## config.mk

```make
export PLATFORM = sky130hd
export DESIGN_NAME = riscy_cache_arbiter_flat
export DESIGN_NICKNAME = d
export VERILOG_FILES = /design/src/rtl/riscy_cache_arbiter_if.sv /design/src/rtl/riscy_cache_arbiter.sv /design/src/flat_wrapper.sv
export SDC_FILE = /design/constraint.sdc
export NUM_CORES = 1
export LEC_CHECK = 0
export BUFFER_PORTS_ARGS = -buffer_cell sky130_fd_sc_hd__buf_2
export CORE_AREA = 5 5 543 545
export CTS_CLUSTER_DIAMETER = 40
export DETAILED_ROUTE_END_ITERATION = 6
export DIE_AREA = 0 0 548 550
export GPL_ROUTABILITY_DRIVEN = 0
export GPL_TIMING_DRIVEN = 0
export PLACE_DENSITY_LB_ADDON = 0.2
export SLEW_MARGIN = 40
export SYNTH_ARGS = -nofsm -noshare
export SYNTH_HDL_FRONTEND = slang
export SYNTH_SLANG_ARGS = --single-unit
export TNS_END_PERCENT = 10
```

## constraint.sdc

```tcl
create_clock -name clk -period 2.51 [get_ports clk]
set_input_delay 0.251 -clock clk [delete_from_list [all_inputs] [get_ports clk]]
set_output_delay 0.251 -clock clk [all_outputs]
set_load 0.01 [all_outputs]
```

## src/rtl/riscy_cache_arbiter_if.sv

```systemverilog
// ---------------------------------------------------------------------------
// riscy_cache_arbiter_if
//
// Bundles the icache, dcache and memory-side line ports of the cache
// arbiter into one interface.
//
// Signal groups:
//   i_*  icache line-fill port   (read request, address, resp pulse, line data)
//   d_*  dcache fill/writeback   (read/write request, address, write line,
//                                 resp pulse, line data)
//   m_*  memory/L2 port          (read/write strobes, address, write line,
//                                 resp pulse, line data)
//
// Modports:
//   slave  - the arbiter's view: responder to the caches, initiator to memory
//   master - the environment's view: caches plus memory model
// ---------------------------------------------------------------------------
interface riscy_cache_arbiter_if #(
    parameter int ADDR_WIDTH = 32,
    parameter int LINE_WIDTH = 256
);
    logic                  i_read;
    logic [ADDR_WIDTH-1:0] i_addr;
    logic                  i_resp;
    logic [LINE_WIDTH-1:0] i_rdata256;

    logic                  d_read;
    logic                  d_write;
    logic [ADDR_WIDTH-1:0] d_addr;
    logic [LINE_WIDTH-1:0] d_wdata256;
    logic                  d_resp;
    logic [LINE_WIDTH-1:0] d_rdata256;

    logic                  m_read;
    logic                  m_write;
    logic [ADDR_WIDTH-1:0] m_addr;
    logic [LINE_WIDTH-1:0] m_wdata256;
    logic                  m_resp;
    logic [LINE_WIDTH-1:0] m_rdata256;

    modport slave (
        input  i_read, i_addr,
        output i_resp, i_rdata256,
        input  d_read, d_write, d_addr, d_wdata256,
        output d_resp, d_rdata256,
        output m_read, m_write, m_addr, m_wdata256,
        input  m_resp, m_rdata256
    );

    modport master (
        output i_read, i_addr,
        input  i_resp, i_rdata256,
        output d_read, d_write, d_addr, d_wdata256,
        input  d_resp, d_rdata256,
        input  m_read, m_write, m_addr, m_wdata256,
        output m_resp, m_rdata256
    );
endinterface

```

## src/rtl/riscy_cache_arbiter.sv

```systemverilog
// ---------------------------------------------------------------------------
// riscy_cache_arbiter
//
// Shares one 256-bit memory/L2 line port between the L1 icache and the
// L1 dcache. One line transaction is in flight at a time: a client is
// granted in IDLE, the memory request is registered onto the m_* port,
// and the transaction ends when memory pulses m_resp, which is forwarded
// combinationally to the granted client as its resp pulse.
//
// Ports:
//   clk    - system clock, rising edge
//   rst_n  - asynchronous active-low reset
//   bus    - riscy_cache_arbiter_if.slave (icache, dcache and memory ports)
//
// Configuration:
//   ARB_ROUND_ROBIN_EN - when defined, ties in IDLE go to the client that
//                        was not granted last; otherwise dcache always wins.
// ---------------------------------------------------------------------------
module riscy_cache_arbiter #(
    parameter int ADDR_WIDTH = 32,
    parameter int LINE_WIDTH = 256
) (
    input  logic                  clk,
    input  logic                  rst_n,
    riscy_cache_arbiter_if.slave  bus
);

    typedef enum logic [1:0] {
        IDLE    = 2'd0,
        SERVE_I = 2'd1,
        SERVE_D = 2'd2
    } state_t;

    state_t                state;
    logic                  m_read_q;
    logic                  m_write_q;
    logic [ADDR_WIDTH-1:0] m_addr_q;
    logic [LINE_WIDTH-1:0] m_wdata_q;

    logic                  d_pending;
    logic                  i_pending;
    logic                  grant_d;
    logic                  grant_i;

`ifdef ARB_ROUND_ROBIN_EN
    // 1 = dcache was granted last, 0 = icache
    logic                  last_grant_d;
`endif

    assign d_pending = bus.d_read | bus.d_write;
    assign i_pending = bus.i_read;

`ifdef ARB_ROUND_ROBIN_EN
    // On a tie, dcache wins only if icache had the previous grant.
    assign grant_d = d_pending & (~i_pending | ~last_grant_d);
`else
    assign grant_d = d_pending;
`endif
    assign grant_i = i_pending & ~grant_d;

    always_ff @(posedge clk or negedge rst_n) begin
        if (!rst_n) begin
            state     <= IDLE;
            m_read_q  <= 1'b0;
            m_write_q <= 1'b0;
            m_addr_q  <= '0;
            m_wdata_q <= '0;
`ifdef ARB_ROUND_ROBIN_EN
            last_grant_d <= 1'b0;
`endif
        end else begin
            case (state)
                IDLE: begin
                    if (grant_d) begin
                        // A simultaneous read+write is served as a writeback.
                        m_addr_q  <= bus.d_addr;
                        m_write_q <= bus.d_write;
                        m_read_q  <= ~bus.d_write;
                        if (bus.d_write) begin
                            m_wdata_q <= bus.d_wdata256;
                        end
                        state <= SERVE_D;
                    end else if (grant_i) begin
                        m_addr_q  <= bus.i_addr;
                        m_read_q  <= 1'b1;
                        m_write_q <= 1'b0;
                        state     <= SERVE_I;
                    end
                end
                SERVE_I, SERVE_D: begin
                    // m_* stay frozen until memory completes; requests are ignored.
                    if (bus.m_resp) begin
                        m_read_q  <= 1'b0;
                        m_write_q <= 1'b0;
`ifdef ARB_ROUND_ROBIN_EN
                        last_grant_d <= (state == SERVE_D);
`endif
                        state <= IDLE;
                    end
                end
                default: begin
                    state <= IDLE;
                end
            endcase
        end
    end

    // Responses are qualified by state, so m_resp seen in IDLE (including a
    // stale one after a reset) never reaches a client.
    assign bus.i_resp     = (state == SERVE_I) & bus.m_resp;
    assign bus.d_resp     = (state == SERVE_D) & bus.m_resp;
    assign bus.i_rdata256 = bus.m_rdata256;
    assign bus.d_rdata256 = bus.m_rdata256;

    assign bus.m_read     = m_read_q;
    assign bus.m_write    = m_write_q;
    assign bus.m_addr     = m_addr_q;
    assign bus.m_wdata256 = m_wdata_q;

endmodule

```

## src/flat_wrapper.sv

```systemverilog
// flat-port wrapper written by rule: the top's interface ports become plain ports
module riscy_cache_arbiter_flat 
#(
    parameter int ADDR_WIDTH = 32,
    parameter int LINE_WIDTH = 256
)
  (clk, rst_n, bus_i_read, bus_i_addr, bus_i_resp, bus_i_rdata256, bus_d_read, bus_d_write, bus_d_addr, bus_d_wdata256, bus_d_resp, bus_d_rdata256, bus_m_read, bus_m_write, bus_m_addr, bus_m_wdata256, bus_m_resp, bus_m_rdata256);
  riscy_cache_arbiter_if #(.ADDR_WIDTH(ADDR_WIDTH), .LINE_WIDTH(LINE_WIDTH)) bus_i ();
  input  logic clk;
  input  logic rst_n;
  input wire logic [$bits(bus_i.i_read)-1:0] bus_i_read;
  input wire logic [$bits(bus_i.i_addr)-1:0] bus_i_addr;
  output wire logic [$bits(bus_i.i_resp)-1:0] bus_i_resp;
  output wire logic [$bits(bus_i.i_rdata256)-1:0] bus_i_rdata256;
  input wire logic [$bits(bus_i.d_read)-1:0] bus_d_read;
  input wire logic [$bits(bus_i.d_write)-1:0] bus_d_write;
  input wire logic [$bits(bus_i.d_addr)-1:0] bus_d_addr;
  input wire logic [$bits(bus_i.d_wdata256)-1:0] bus_d_wdata256;
  output wire logic [$bits(bus_i.d_resp)-1:0] bus_d_resp;
  output wire logic [$bits(bus_i.d_rdata256)-1:0] bus_d_rdata256;
  output wire logic [$bits(bus_i.m_read)-1:0] bus_m_read;
  output wire logic [$bits(bus_i.m_write)-1:0] bus_m_write;
  output wire logic [$bits(bus_i.m_addr)-1:0] bus_m_addr;
  output wire logic [$bits(bus_i.m_wdata256)-1:0] bus_m_wdata256;
  input wire logic [$bits(bus_i.m_resp)-1:0] bus_m_resp;
  input wire logic [$bits(bus_i.m_rdata256)-1:0] bus_m_rdata256;
  assign bus_i.i_read = bus_i_read;
  assign bus_i.i_addr = bus_i_addr;
  assign bus_i_resp = bus_i.i_resp;
  assign bus_i_rdata256 = bus_i.i_rdata256;
  assign bus_i.d_read = bus_d_read;
  assign bus_i.d_write = bus_d_write;
  assign bus_i.d_addr = bus_d_addr;
  assign bus_i.d_wdata256 = bus_d_wdata256;
  assign bus_d_resp = bus_i.d_resp;
  assign bus_d_rdata256 = bus_i.d_rdata256;
  assign bus_m_read = bus_i.m_read;
  assign bus_m_write = bus_i.m_write;
  assign bus_m_addr = bus_i.m_addr;
  assign bus_m_wdata256 = bus_i.m_wdata256;
  assign bus_i.m_resp = bus_m_resp;
  assign bus_i.m_rdata256 = bus_m_rdata256;
  riscy_cache_arbiter #(.ADDR_WIDTH(ADDR_WIDTH), .LINE_WIDTH(LINE_WIDTH)) u_core (.clk(clk), .rst_n(rst_n), .bus(bus_i));
endmodule
```

# [Yosys cells after proc, flatten, opt, wreduce, memory -nomap -nowiden]
# Index checks and enable logic that the tools add are counted.
[op_classes] n_bitwise=6 eq_ne=4 n_addsub=0 n_div=0 shifts=0 n_reduce_logical=8 order_cmp=0 mul=0 n_mux=13
[op_table] operator="2-to-1 mux 32 bit" n=2
[op_table] operator="2-to-1 mux 2 bit" n=3
[op_table] operator="AND reduction 3 bit" n=2
[op_table] operator="2-to-1 mux 1 bit" n=5
[op_table] operator="case mux 1 bit (2 select lines)" n=2
[op_table] operator="case mux 2 bit (2 select lines)" n=1
[op_table] operator="AND reduction 2 bit" n=2
[op_table] operator="nonzero test 2 bit" n=2
[op_table] operator="bitwise AND 1 bit" n=3
[op_table] operator="inequality test 3 x 1 -> 1 bit, second input constant" n=1
[op_table] operator="== test 2 x 1 -> 1 bit, second input constant" n=1
[op_table] operator="== test 2 bit, second input constant" n=1
[op_table] operator="zero test 2 bit" n=1
[op_table] operator="inequality test 2 bit, second input constant" n=1
[op_table] operator="inverter 1 bit" n=2
[op_table] operator="OR reduction 2 bit" n=1
[op_table] operator="OR 1 bit" n=1
[word_totals] ff_bits=292 memories=0 latch_bits=0 inputBits=582 mem_bits_ro=0 ram_bits=0

# [Logic depth before layout (Yosys ltp)]
[depth] depth_word=6 ltp_mapped=6 ltp_nobuf=5

# [Worst setup path before layout]
# Ideal clock, no wire load.
[synth_timing] kind="register -> register" startpoint="reg u_core.state[1]" endpoint="reg u_core.m_wdata_q[100], in the netlist u_core.bus.m_wdata256[100]" path_stages_with_launch=7 arrival_time_ns=1.447 slack_ns=0.937 cell_sequence="dfrtp_1 inv_1 ha_1 nand2_2 buf_6 buf_6 mux2_4"
[synth_via] elab_chain_cells=2
[synth_lines] element="start: declaration" line="riscy_cache_arbiter.sv:34" source="state_t state;"
[synth_lines] element="start signal: assignment" line="riscy_cache_arbiter.sv:63" source="state <= IDLE;"
[synth_lines] element="start signal: assignment" line="riscy_cache_arbiter.sv:82" source="state <= SERVE_D;"
[synth_lines] element="start signal: assignment" line="riscy_cache_arbiter.sv:87" source="state <= SERVE_I;"
[synth_lines] element="zero test 2 bit" line="riscy_cache_arbiter.sv:72" source="case (state)"
[synth_lines] element="AND reduction 3 bit (no source line)"
[synth_lines] element="end signal: assignment" line="riscy_cache_arbiter.sv:80" source="m_wdata_q <= bus.d_wdata256;"
[synth_lines] element="end: declaration" line="riscy_cache_arbiter.sv:38" source="logic [LINE_WIDTH-1:0] m_wdata_q;"
# Every way passes these cells.
# A chain may end at the register's enable or synchronous reset.

# [Worst setup path after layout]
[layout_timing] startpoint="reg u_core.state[1]" endpoint="reg u_core.state[0]"
[layout_via] elab_chain_cells=4
[layout_lines] element="== test 2 bit / == test 2 x 1 -> 1 bit (equally long branches)" line="riscy_cache_arbiter.sv:72"
[layout_lines] element="OR reduction 2 bit" line="riscy_cache_arbiter.sv:72"
[layout_lines] element="inequality test 2 bit (no source line)"
[layout_lines] element="AND reduction 2 bit (no source line)"
# Several ways; a longest one is shown, not always the timed one.

==> out/results.tsv <==
stage	metric	value	unit
worst_setup_path	critical path launch point type	flip-flop	
cells_and_area	Syn-to-layout area delta	107	%
worst_setup_path	worst reg2reg path endpoint	u_core.state[0]$_DFFE_PN0P_	
floorplan	die height	550	um
worst_setup_path	slowest stage delay, CP	0.56	ns
detailed_routing	remaining antenna violation count	0	
worst_setup_path	crit-path cells	inv_1 > ha_1 > nand2b_1 > a21oi_1 > dlygate4sd3_1 > nor2_1 > dlygate4sd3_1	
cells_and_area	Filler cells	33200	
logic_synthesis	area leader, netlist	dfrtp_1	
timing	Slew headroom	58.2	%
timing	Slew Viols, Final	0	
cts	Resized cells post-CTS	0	
global_routing	vias in the first global route	16100	
hold_path	worst hold endpoint	u_core.bus.m_wdata256[30]$_DFFE_PN0P_	
detailed_routing	vias per inst	2.20	
worst_setup_path	CP Capture Type	flip-flop	
timing	setup_tns	0	ns
timing	final setup vio count	0	
floorplan	Die W	548	um
hold_path	Hold Path Origin	bus_d_wdata256[30]	
cts	clock slew at reported path FFs	0.04	ns
detailed_routing	final wirelength	129	mm
cells_and_area	fraction of layout instances using a drive strength above 1	73.5	%
timing	RSZ-0062 raised after global routing	false	
timing	Slew @ Worst Pin	0.619	ns
detailed_routing	# DRC	0	
floorplan	Die ar.	301000	um^2
timing	final hold vios	0	
floorplan	io pins	1386	
worst_setup_path	Worst Setup Path Type	flip-flop to flip-flop	
cts	CTS tree	built	
pwr	power after layout	35500	uW
logic_synthesis	Distinct cells, synth	26	
floorplan	initial core utilization	5.56	%
logic_synthesis	synthesized flop and latch total	292	
pwr	pwr dens	1070	nW/um^2
detailed_routing	Initial DRT Pass Iterations	4	
cts	Clock Tree Root	clkbuf_16	
worst_setup_path	Worst Path Required	3.15	ns
global_routing	GRT Residual Overflow	0	
cells_and_area	Final #Nets	3364	
floorplan	row count	198	
global_routing	GRT Overall Usage	8.10	%
global_routing	first-pass GRT wire length	162	mm
timing	Tmin final	2.29	ns
floorplan	core area	290000	um^2
worst_setup_path	CP Max Fanout	4	
hold_path	hold depth	3	
global_routing	largest net degree at the start of global routing	60	
logic_synthesis	Net Count, Synth	1805	
worst_setup_path	reg-to-reg startpoint	u_core.state[1]$_DFFE_PN0P_	
worst_setup_path	Bufs and invs on worst path	3	
cts	post-CTS setup buffers	0	
timing	part of the cycle the worst path needs	91.1	%
worst_setup_path	FF-to-FF path depth	7	
cts	TritonCTS Sinks	292	
logic_synthesis	Avg Cell Area, Syn	13.2	um^2
run	Max-Cap Viols	0	
timing	hold_ws	0.265	ns
logic_synthesis	top-area cell type share of the netlist area	45.4	%
pwr	VDD IR-drop max	0.527	mV
logic_synthesis	Syn. warnings	0	
run_status	status	completed	
cts	Num CTS Buffers	91	
logic_synthesis	Syn Inst Count	1219	
cts	# hold bufs at CTS	333	
pwr	leak pwr	0.0162	uW
logic_synthesis	register area share after synthesis	45.4	%
global_routing	initial antenna violation count	42	
detailed_routing	DR iter-0 viols	389	
detailed_routing	WL per Instance	19.4	um
cts	clk_lat worst skew	0.75	ns
cts	# H-tree levels	3	
worst_setup_path	crit-path most repeated cell	dlygate4sd3_1	
hold_path	HP Class	primary input to flip-flop	
placed_design	DP HPWL	114	mm
detailed_routing	via count	14600	
cts	clock buffer depth	4	
worst_setup_path	CP arrival	2.92	ns
placed_design	count of buffers from port buffering	1128	
worst_setup_path	r2r setup slk	0.22	ns
logic_synthesis	Mapped Area	16100	um^2
worst_setup_path	Top Family by Delay on Critical Path	buffers and inverters	
logic_synthesis	synth top area cells	dfrtp_1, buf_4, mux2_4	
timing	Max Freq	0.437	GHz
timing	Clock Skew	0.0408	ns
worst_setup_path	slowest stage cell, crit path	dlygate4sd3_1	
[cell usage in the layout (no fill, tap or decap), types with 2 or more instances in the layout]
cell,n
inv_1,2
mux2_4,240
o31ai_1,2
dlygate4sd3_1,332
nand2_1,34
buf_16,6
buf_4,513
ha_1,4
clkbuf_16,91
clkbuf_1,11
a21oi_1,2
buf_2,1132
mux2i_1,32
nor2_1,2
clkinvlp_4,4
buf_6,30
clkinv_2,19
o21ai_0,31
diode_2,12
bufinv_16,17
clkinv_8,3
mux2_2,16
and2_1,2
dfrtp_1,292
clkbuf_8,14
[registers in the layout, indices dropped and copies added (netlist names)]
register,count
u_core.bus.m_addr,32
u_core.bus.m_read,1
u_core.bus.m_wdata256,256
u_core.bus.m_write,1
u_core.state,2
[synth_stat cells]
| library cell | count |
|---|---|
| o31ai_4 | 1 |
| and2_1 | 2 |
| nor2b_1 | 1 |
| inv_1 | 2 |
| o31ai_1 | 2 |
| o21ai_1 | 1 |
| dfrtp_1 | 292 |
| o21ai_0 | 31 |
| mux2i_1 | 32 |
| nand2b_1 | 1 |
| nor2_4 | 1 |
| nand2_1 | 34 |
| clkbuf_1 | 2 |
| buf_2 | 6 |
| mux2_2 | 16 |
| a21oi_1 | 2 |
| o22ai_1 | 1 |
| nor4b_1 | 1 |
| a22o_1 | 1 |
| o41ai_1 | 1 |
| buf_6 | 30 |
| ha_1 | 4 |
| mux2_4 | 240 |
| nor2_1 | 2 |
| nand2_2 | 1 |
| buf_4 | 512 |
[kinds of logic after synthesis]
logic type,count (synthesis),share of synthesized area [%]
buffers and inverters,552,26.2
flip-flops,292,45.4
multiplexers,288,25.5
AND/OR/NAND/NOR,43,1.16
AO/OA/AOI/OAI,40,1.43
adder cells (fa/ha/maj),4,0.311
[worst min-delay path, cell delays in order]
cell           delay, ns
dlygate4sd3_1       0.52
buf_2               0.10
mux2_4              0.12
[where the power goes]
group          total (uW)  internal (uW)  switching, uW
registers            8650           7160           1480
logic               14500           6990           7550
clock network       12300           8700           3590
[worst max-delay path by stage]
stage | start | endpoint | slack (ns) | depth (start not counted)
after floorplan | u_core.state[1]$_DFFE_PN0P_ | u_core.bus.m_wdata256[100]$_DFFE_PN0P_ | 0.94 | 6
after global placement | rst_n | u_core.bus.m_addr[8]$_DFFE_PN0P_ | -6.06 | 1
after detailed placement | u_core.state[1]$_DFFE_PN0P_ | u_core.bus.m_wdata256[180]$_DFFE_PN0P_ | 0.22 | 6
after CTS | u_core.state[0]$_DFFE_PN0P_ | u_core.bus.m_wdata256[156]$_DFFE_PN0P_ | 0.20 | 6
after global routing | u_core.state[1]$_DFFE_PN0P_ | u_core.bus.m_addr[2]$_DFFE_PN0P_ | 0.03 | 7
final | u_core.state[1]$_DFFE_PN0P_ | u_core.state[0]$_DFFE_PN0P_ | 0.22 | 7
[area by class of cell]
class                           count  area, um^2  share of cell area [%]
Multi-Input combinational cell    375        4570                    13.7
Inverter                            2        7.51                  0.0226
Timing Repair Buffer             1466        9140                    27.5
Clock buffer                      116        2510                    7.55
Sequential cell                   292        7310                    22.0
Antenna cell                       12        30.0                  0.0903
Buffer                            550        4230                    12.7
Clock inverter                     44         714                    2.15
Tap cell                         3800        4750                    14.3
[per-layer routing]
layer / part of all wire [%] / track usage, %
met1: 37 / 8.70
met2: 48 / 14.1
met3: 11 / 3.66
met4: 3.5 / 2.76
met5: 0.033 / 0
[stage by stage]
stage	utilization (%)	cell area [um^2]	cells	worst slack, ns
CTS	11.5	33200	6645	0.201
global placement	9.15	26500	6147	-6.06
detailed placement	9.21	26700	6152	0.219
floorplan	-	16100	1219	0.937
global route	11.5	33300	6654	0.0325
finish	11.5	33300	6657	0.223
Note: power is estimated with default switching activity, not from simulation.
